### src/rtl/icache_direct_mapped.sv
// rtl/icache_direct_mapped.sv - read-only direct-mapped instruction cache with blocking line refill
//
// Purpose: sits between the IF stage and a 128-bit instruction memory. Hits
// return a word combinationally with no stall; misses stall the fetch while
// one 4-word line is fetched through a mem_read/mem_ready handshake.
//
// Ports:
//   clk         clock, all state updates on the rising edge
//   proc_reset  synchronous active-high reset
//   proc_read   fetch request
//   proc_write  write request (read-only cache: ignored)
//   proc_addr   30-bit word address {tag, index, offset[1:0]}
//   proc_wdata  ignored
//   proc_rdata  fetched word, valid when proc_read && !proc_stall
//   proc_stall  fetch cannot complete this cycle
//   mem_read    line-fetch request (registered)
//   mem_write   always 0
//   mem_addr    28-bit line address {tag, index}
//   mem_rdata   line data, word n at [32n+31:32n]
//   mem_wdata   always 0
//   mem_ready   one-cycle pulse: mem_rdata valid, request done
module icache_direct_mapped #(
  parameter int NUM_BLOCKS = 8,
  parameter int IDX_W      = $clog2(NUM_BLOCKS),
  parameter int TAG_W      = 30 - 2 - IDX_W
) (
  input  logic         clk,
  input  logic         proc_reset,
  input  logic         proc_read,
  input  logic         proc_write,
  input  logic [29:0]  proc_addr,
  input  logic [31:0]  proc_wdata,
  output logic [31:0]  proc_rdata,
  output logic         proc_stall,
  output logic         mem_read,
  output logic         mem_write,
  output logic [27:0]  mem_addr,
  input  logic [127:0] mem_rdata,
  output logic [127:0] mem_wdata,
  input  logic         mem_ready
);

  typedef enum logic [1:0] {
    IDLE  = 2'd0,
    FETCH = 2'd1,
    FILL  = 2'd2
  } state_t;

  state_t                state_q;
  logic [NUM_BLOCKS-1:0] valid_q;
  logic [TAG_W-1:0]      tag_q  [NUM_BLOCKS];
  logic [127:0]          data_q [NUM_BLOCKS];
  logic [27:0]           miss_addr_q;
  logic                  mem_read_q;

  logic [IDX_W-1:0] addr_idx;
  logic [TAG_W-1:0] addr_tag;
  logic [1:0]       addr_off;
  logic [IDX_W-1:0] miss_idx;
  logic [TAG_W-1:0] miss_tag;
  logic [127:0]     line;
  logic             hit;
  logic             unused_inputs;

  assign addr_off = proc_addr[1:0];
  assign addr_idx = proc_addr[IDX_W+1:2];
  assign addr_tag = proc_addr[29:IDX_W+2];
  assign miss_idx = miss_addr_q[IDX_W-1:0];
  assign miss_tag = miss_addr_q[27:IDX_W];

  // The write port of the IF-side interface carries nothing for an icache.
  assign unused_inputs = ^{proc_write, proc_wdata};

  assign hit  = proc_read && valid_q[addr_idx] && (tag_q[addr_idx] == addr_tag);
  assign line = data_q[addr_idx];

  always_comb begin
    proc_rdata = line[{addr_off, 5'b00000} +: 32];
    // Outside IDLE the fetch is always held, whatever the IF stage presents.
    proc_stall = (state_q != IDLE) || (proc_read && !hit);
  end

  assign mem_read  = mem_read_q;
  assign mem_addr  = miss_addr_q;
  assign mem_write = 1'b0;
  assign mem_wdata = '0;

  always_ff @(posedge clk) begin
    if (proc_reset) begin
      state_q     <= IDLE;
      valid_q     <= '0;
      miss_addr_q <= '0;
      mem_read_q  <= 1'b0;
    end else begin
      case (state_q)
        IDLE: begin
          if (proc_read && !hit) begin
            miss_addr_q <= proc_addr[29:2];
            mem_read_q  <= 1'b1;
            state_q     <= FETCH;
          end
        end
        FETCH: begin
          if (mem_ready) begin
            valid_q[miss_idx] <= 1'b1;
            mem_read_q        <= 1'b0;
            state_q           <= FILL;
          end
        end
        FILL: begin
          // One bubble so the freshly written line is read back on a settled array.
          state_q <= IDLE;
        end
        default: begin
          mem_read_q <= 1'b0;
          state_q    <= IDLE;
        end
      endcase
    end
  end

  // Tag/data arrays carry no reset; only the valid bits qualify their contents.
  always_ff @(posedge clk) begin
    if (!proc_reset && (state_q == FETCH) && mem_ready) begin
      tag_q[miss_idx]  <= miss_tag;
      data_q[miss_idx] <= mem_rdata;
    end
  end

endmodule

### config.mk
export PLATFORM = sky130hd
export DESIGN_NAME = icache_direct_mapped
export DESIGN_NICKNAME = d
export VERILOG_FILES = /design/src/rtl/icache_direct_mapped.sv
export SDC_FILE = /design/constraint.sdc
export NUM_CORES = 1
export LEC_CHECK = 0
export CORE_MARGIN = 4
export CORE_UTILIZATION = 64
export CTS_BUF_LIST = sky130_fd_sc_hd__clkbuf_2
export CTS_CLUSTER_SIZE = 28
export DETAILED_ROUTE_END_ITERATION = 12
export PLACE_DENSITY = 0.89
export RECOVER_POWER = 100
export SLEW_MARGIN = 20
export SYNTH_ARGS = -nofsm -noshare
export SYNTH_HDL_FRONTEND = slang
export SYNTH_SLANG_ARGS = --single-unit
### constraint.sdc
create_clock -name clk -period 24 [get_ports clk]
set_input_delay 4.8 -clock clk [delete_from_list [all_inputs] [get_ports clk]]
set_output_delay 4.8 -clock clk [all_outputs]
set_load 0.02 [all_outputs]
After elaboration in Yosys (flattened, before gate mapping)

Memory sizes are Yosys's and may differ from the RTL's.
Index checks and enable logic that the tools add are counted.

RAM bits: 1224
Latch bits: 0
Register bits: 39
ROM bits: 0
Memories kept: 2
Bits of input ports: 195

Multipliers: 0
Eq/ne operators: 5
Magnitude comparators: 3
$add $sub $neg: 0
Bitwise logic cells: 2
Shift operators: 1
Multiplexer cells: 12
Reductions and logical operators: 15
Divide/modulo/power cells: 0

Memories:

| name   | words | bits a word | read ports | clocked after memory_dff | write ports | RTL line | source |
|---|---|---|---|---|---|---|---|
| data_q | 8     | 128         | 1          | 0                        | 1           | 52       | `logic [127:0] data_q [NUM_BLOCKS];` |
| tag_q  | 8     | 25          | 1          | 0                        | 1           | 51       | `logic [TAG_W-1:0] tag_q [NUM_BLOCKS];` |

Operators with widths:

| kind                                                        | number |
|---|---|
| variable part select 128 x 8 -> 32 bit                      | 1 |
| == test 25 bit                                              | 1 |
| less-than comparator 3 x 4 -> 1 bit (second input constant) | 2 |
| bitwise OR 8 bit                                            | 1 |
| logical AND 1 bit                                           | 6 |
| 2-to-1 mux 1 bit                                            | 6 |
| AND reduction 2 bit                                         | 3 |
| 2-to-1 mux 2 bit                                            | 2 |
| inequality test 2 bit (second input constant)               | 2 |
| one-hot mux 2 bit (2 select lines)                          | 1 |
| binary-select mux 1 bit (select 3 bit)                      | 1 |
| demux 1 bit (select 3 bit)                                  | 1 |
| >= comparator 3 x 1 -> 1 bit (second input constant)        | 1 |
| one-hot mux 1 bit (3 select lines)                          | 1 |
| AND reduction 3 bit                                         | 1 |
| == test 2 x 1 -> 1 bit (second input constant)              | 1 |
| == test 2 bit (second input constant)                       | 1 |
| zero test 1 bit                                             | 2 |
| zero test 2 bit                                             | 1 |
| nonzero test 2 bit                                          | 1 |
| logical OR 1 bit                                            | 1 |
| inverter 1 bit                                              | 1 |

Longest topological paths before layout

Word-level depth: 8
Depth in mapped cells: 13
Depth with buffers taken out: 8

Worst setup path before layout

Ideal clock, no wire load.

Path kind: input port to flip-flop
From: in mem_ready
To: mem data_q[1][0] (enable)
Data required time: 23145 ps
Path buffers: 0
Library setup time: 855 ps
Stages: 4
Data arrival time: 15571 ps
Path slack: 7574 ps
Cells stage by stage: nand2_1 nor3_1 nand2_1 nor3_1

Cells in the longest elaborated chain, start to end: 3

RTL lines:

| element                                | RTL line | source |
|---|---|---|
| from (decl)                            | 40       | `input logic mem_ready` |
| logical AND 1 bit                      | 124      | `if (!proc_reset && (state_q == FETCH) && mem_ready) begin` |
| 2-to-1 mux 1 bit                       | 124      |  |
| 2-to-1 mux 1 bit (not written as such) | 126      | `data_q[miss_idx] <= mem_rdata;` |
| to (decl)                              | 52       |  |

Every way passes these cells.

Worst setup path in the final report

From: in proc_addr[4]
To: out proc_stall

Cells in the longest elaborated chain, start to end: 7
Elaborated cells between the ends (all ways): 9
Classes of those cells: eq/ne (1); mux (2); reduce/logical (5); memory (1)

RTL lines:

| element                                                                     | RTL line | source |
|---|---|---|
| from (decl)                                                                 | 31       | `input logic [29:0] proc_addr,` |
| parallel branches: the longest is 3 deep, another holds memory (8 x 25 bit) | n/a      |  |
| logical AND 1 bit (*)                                                       | 74       | `assign hit = proc_read && valid_q[addr_idx] && (tag_q[addr_idx] == addr_tag);` |
| zero test 1 bit (*)                                                         | 80       | `proc_stall = (state_q != IDLE) \|\| (proc_read && !hit);` |
| logical AND 1 bit (*)                                                       | 80       |  |
| logical OR 1 bit (*)                                                        | 80       |  |
| to (decl)                                                                   | 34       | `output logic proc_stall,` |

Every way passes the cells marked *. The select of a mux whose other input is x is not followed.

==> flow_summary.toml <==
[run_status]
outcome = "finished, violations left"
violations = "capacitance limit, slew limit"

[global_route]
met2_usage = 0.442
grt_pass1_wl_um = 155000
grt_antenna_before_repair = 32
grt_max_degree = 124
grt_usage = 0.258
grt_use_met3 = 0.0658
grt-busiest-layer = "met2"
first_global_vias = 25300
use_met1 = 0.331
grt_overflow = 0

[floorplan]
fp.coreArea_sq_um = 75900
dieArea_sq_um = 81200
die_x_um = 285
start_util = 0.646
fp-row-count = 101
pin_count = 386
fp.dieH_um = 285

[setup_path]
path_cells = "clkbuf_1 > buf_4 > clkbuf_1 > mux4_2 > nand2_1 > nand2_1 > xor2_1 > nor4_1 > a41oi_2 > nand2b_1 > dlygate4sd3_1"
slowest_stage = "clkbuf_1"
rrSetupSlack_ps = 13430
cp_max_fo = 49
cp_top_family = "buffers and inverters"
worst-setup-path-type = "input pin to primary output"
timing.rr.end = "data_q[5][66]"
crit_path_max_incr_delay_ps = 3120
cp_num_buf_inv = 4
start_kind = "input pin"
cp.arrival_ps = 13110
cp.required_ps = 19200
r2r_cells = 6
cp-end-kind = "primary output"
r2r_start = "state_q[0]"

[cts]
cts-root-buf = "clkbuf_2"
cts_resized = 0
cts_made_buffers = 312
cts_num_sinks = 1263
worstSkewPairLatency_ps = 1400
clk_pin_slew_worst_paths_ps = 100
clockBufferDepth = 4
post_cts_buffers = 0
cts_hold_buffers = 0
htree_levels = 5
tritoncts = "done"

[synthesis]
synth_cells = 2147
avgSynthCellArea_sq_um = 22.9
synth_edf_count = 1224
ys_seq_area_frac = 0.765
synth_warnings = 0
synthArstFlopShare = 0
ys_seq_elements = 1263
syn_area_sq_um = 49100
netlist-cell-type-count = 38
synth_ff_type = "edfxtp_1"

[power_and_ir_drop]
p_per_area_nw_per_um2 = 73.5
leakage_nw = 17.9
ir_drop_mv = 0.0467
power.total_mw = 4.00

[placed_design]
gp_congestion = 0.774
port_buffers = 223
hpwl_um = 56400

[timing]
layout_min_cycle_time_ps = 17910
finalClockSkew_ps = 183
max_freq_mhz = 55.8
worst-slew-pin-transition_ps = 8860
maxSlewHeadroom = -4.91
setup_tns_ps = 0
period_share = 0.746
finalHoldViolCount = 0
rsz0062_at_grt = "no"
drv_slew = 1421
setup_viol = 0

[worst_hold_path]
hold_depth = 1
hold_class = "register to register"
min_to = "valid_q[5]"
hp-start = "valid_q[5]"

[route]
first_pass_iters = 5
detail-route-antenna-nets = 0
vias_per_cell = 6.06
wl_um = 102000
drc_errors = 0
routedWlPerCell_um = 26.5
drt_iter0_markers = 2339
dr_total_vias = 23400

[flow_run]
max_cap_viol_count = 25

[finish]
layout_commonest_cell = "edfxtp_1"
fin_nets = 2804
final_cell_mix = "edfxtp_1, clkbuf_2, mux4_2"
final_util = 0.717
final_layout_size_suffix_gt1_frac = 0.311
syn_to_final_growth_pct = 11.0
## Yosys cell counts, drive strengths merged (6+ instances only)
library cell,count,area share
mux4,348,0.16
buf,191,0.026
a21o,8,0.0012
nand2b,8,0.0010
nand4,6,0.00076
a21oi,27,0.0028
dfxtp,39,0.016
nand2,42,0.0032
a31o,26,0.0046
a22o,14,0.0025
o21ai,10,0.0010
or3,7,0.00089
nor2,10,0.00076
clkbuf,44,0.0034
xor2,14,0.0025
edfxtp,1224,0.75
mux2,38,0.0087
mux2i,54,0.011
## metrics by stage
stage,worst slack [ps],cells,cell area [sq um],hold WS [ps]
finish,6090,3857,54500,465
global route,5270,3842,54500,480
CTS,9670,3837,54600,462
detailed placement,9670,3324,52000,439
global placement,9750,3324,52000,428
floorplan,7570,2275,49600,421
## layer usage
metal	wire, um	up-vias	share of wire
met5	55	-	0.00054
met4	2780	8	0.027
met3	8050	229	0.079
met2	54300	1114	0.53
met1	37100	12100	0.36
li1	-	9918	-
## worst register-to-register path: cells and delay by family, from the launching register on
family                 cells  cell delay (ps)
buffers and inverters      2             8310
and+or+nand+nor            4              900
DFF                        1              420
## final cells by class
| type | instances | area (sq um) |
|---|---|---|
| clock buffer | 435 | 2180 |
| clock inverter | 78 | 408 |
| timing repair buffer | 255 | 2410 |
| fill | 4380 | 21500 |
| inverter | 3 | 11.3 |
| multi-input combinational | 774 | 10600 |
| antenna | 19 | 47.5 |
| tap | 1030 | 1290 |
| sequential | 1263 | 37500 |
## cells by family (layout without fill, tap and decap cells)
logic type,Yosys count,in the layout,share of synthesized area
flops,1263,1263,0.765
mux,440,440,0.179
buf+inv,238,771,0.0298
compound gates,98,98,0.0143
simple gates,90,90,0.00874
xor+xnor,17,17,0.00303
other cells,1,148,0.0000764
## state kept, by name, indices dropped and copies added, names as in the netlist
register	cells
data_q	1024
tag_q	200
mem_addr	28
valid_q	8
state_q	2
mem_read	1
## power by group
part / total, mW / internal (mW) / switching (mW) / leakage [nW]
Sequential: 2.44 / 2.43 / 0.0103 / 11.2
Combinational: 0.260 / 0.113 / 0.147 / 4.68
Clock: 1.30 / 0.517 / 0.786 / 2.01
## worst max-delay path by stage
stage | start | endpoint | slack (ps) | cells after the start
finish | proc_addr[4] | proc_stall | 6090 | 11
global route | proc_addr[4] | proc_stall | 5270 | 11
CTS | proc_addr[2] | proc_rdata[20] | 9670 | 7
detailed placement | proc_addr[2] | proc_rdata[20] | 9670 | 7
global placement | proc_addr[2] | proc_rdata[20] | 9750 | 7
floorplan | mem_ready | data_q[1][0] | 7570 | 4
Note: power is estimated with default switching activity, not from simulation.
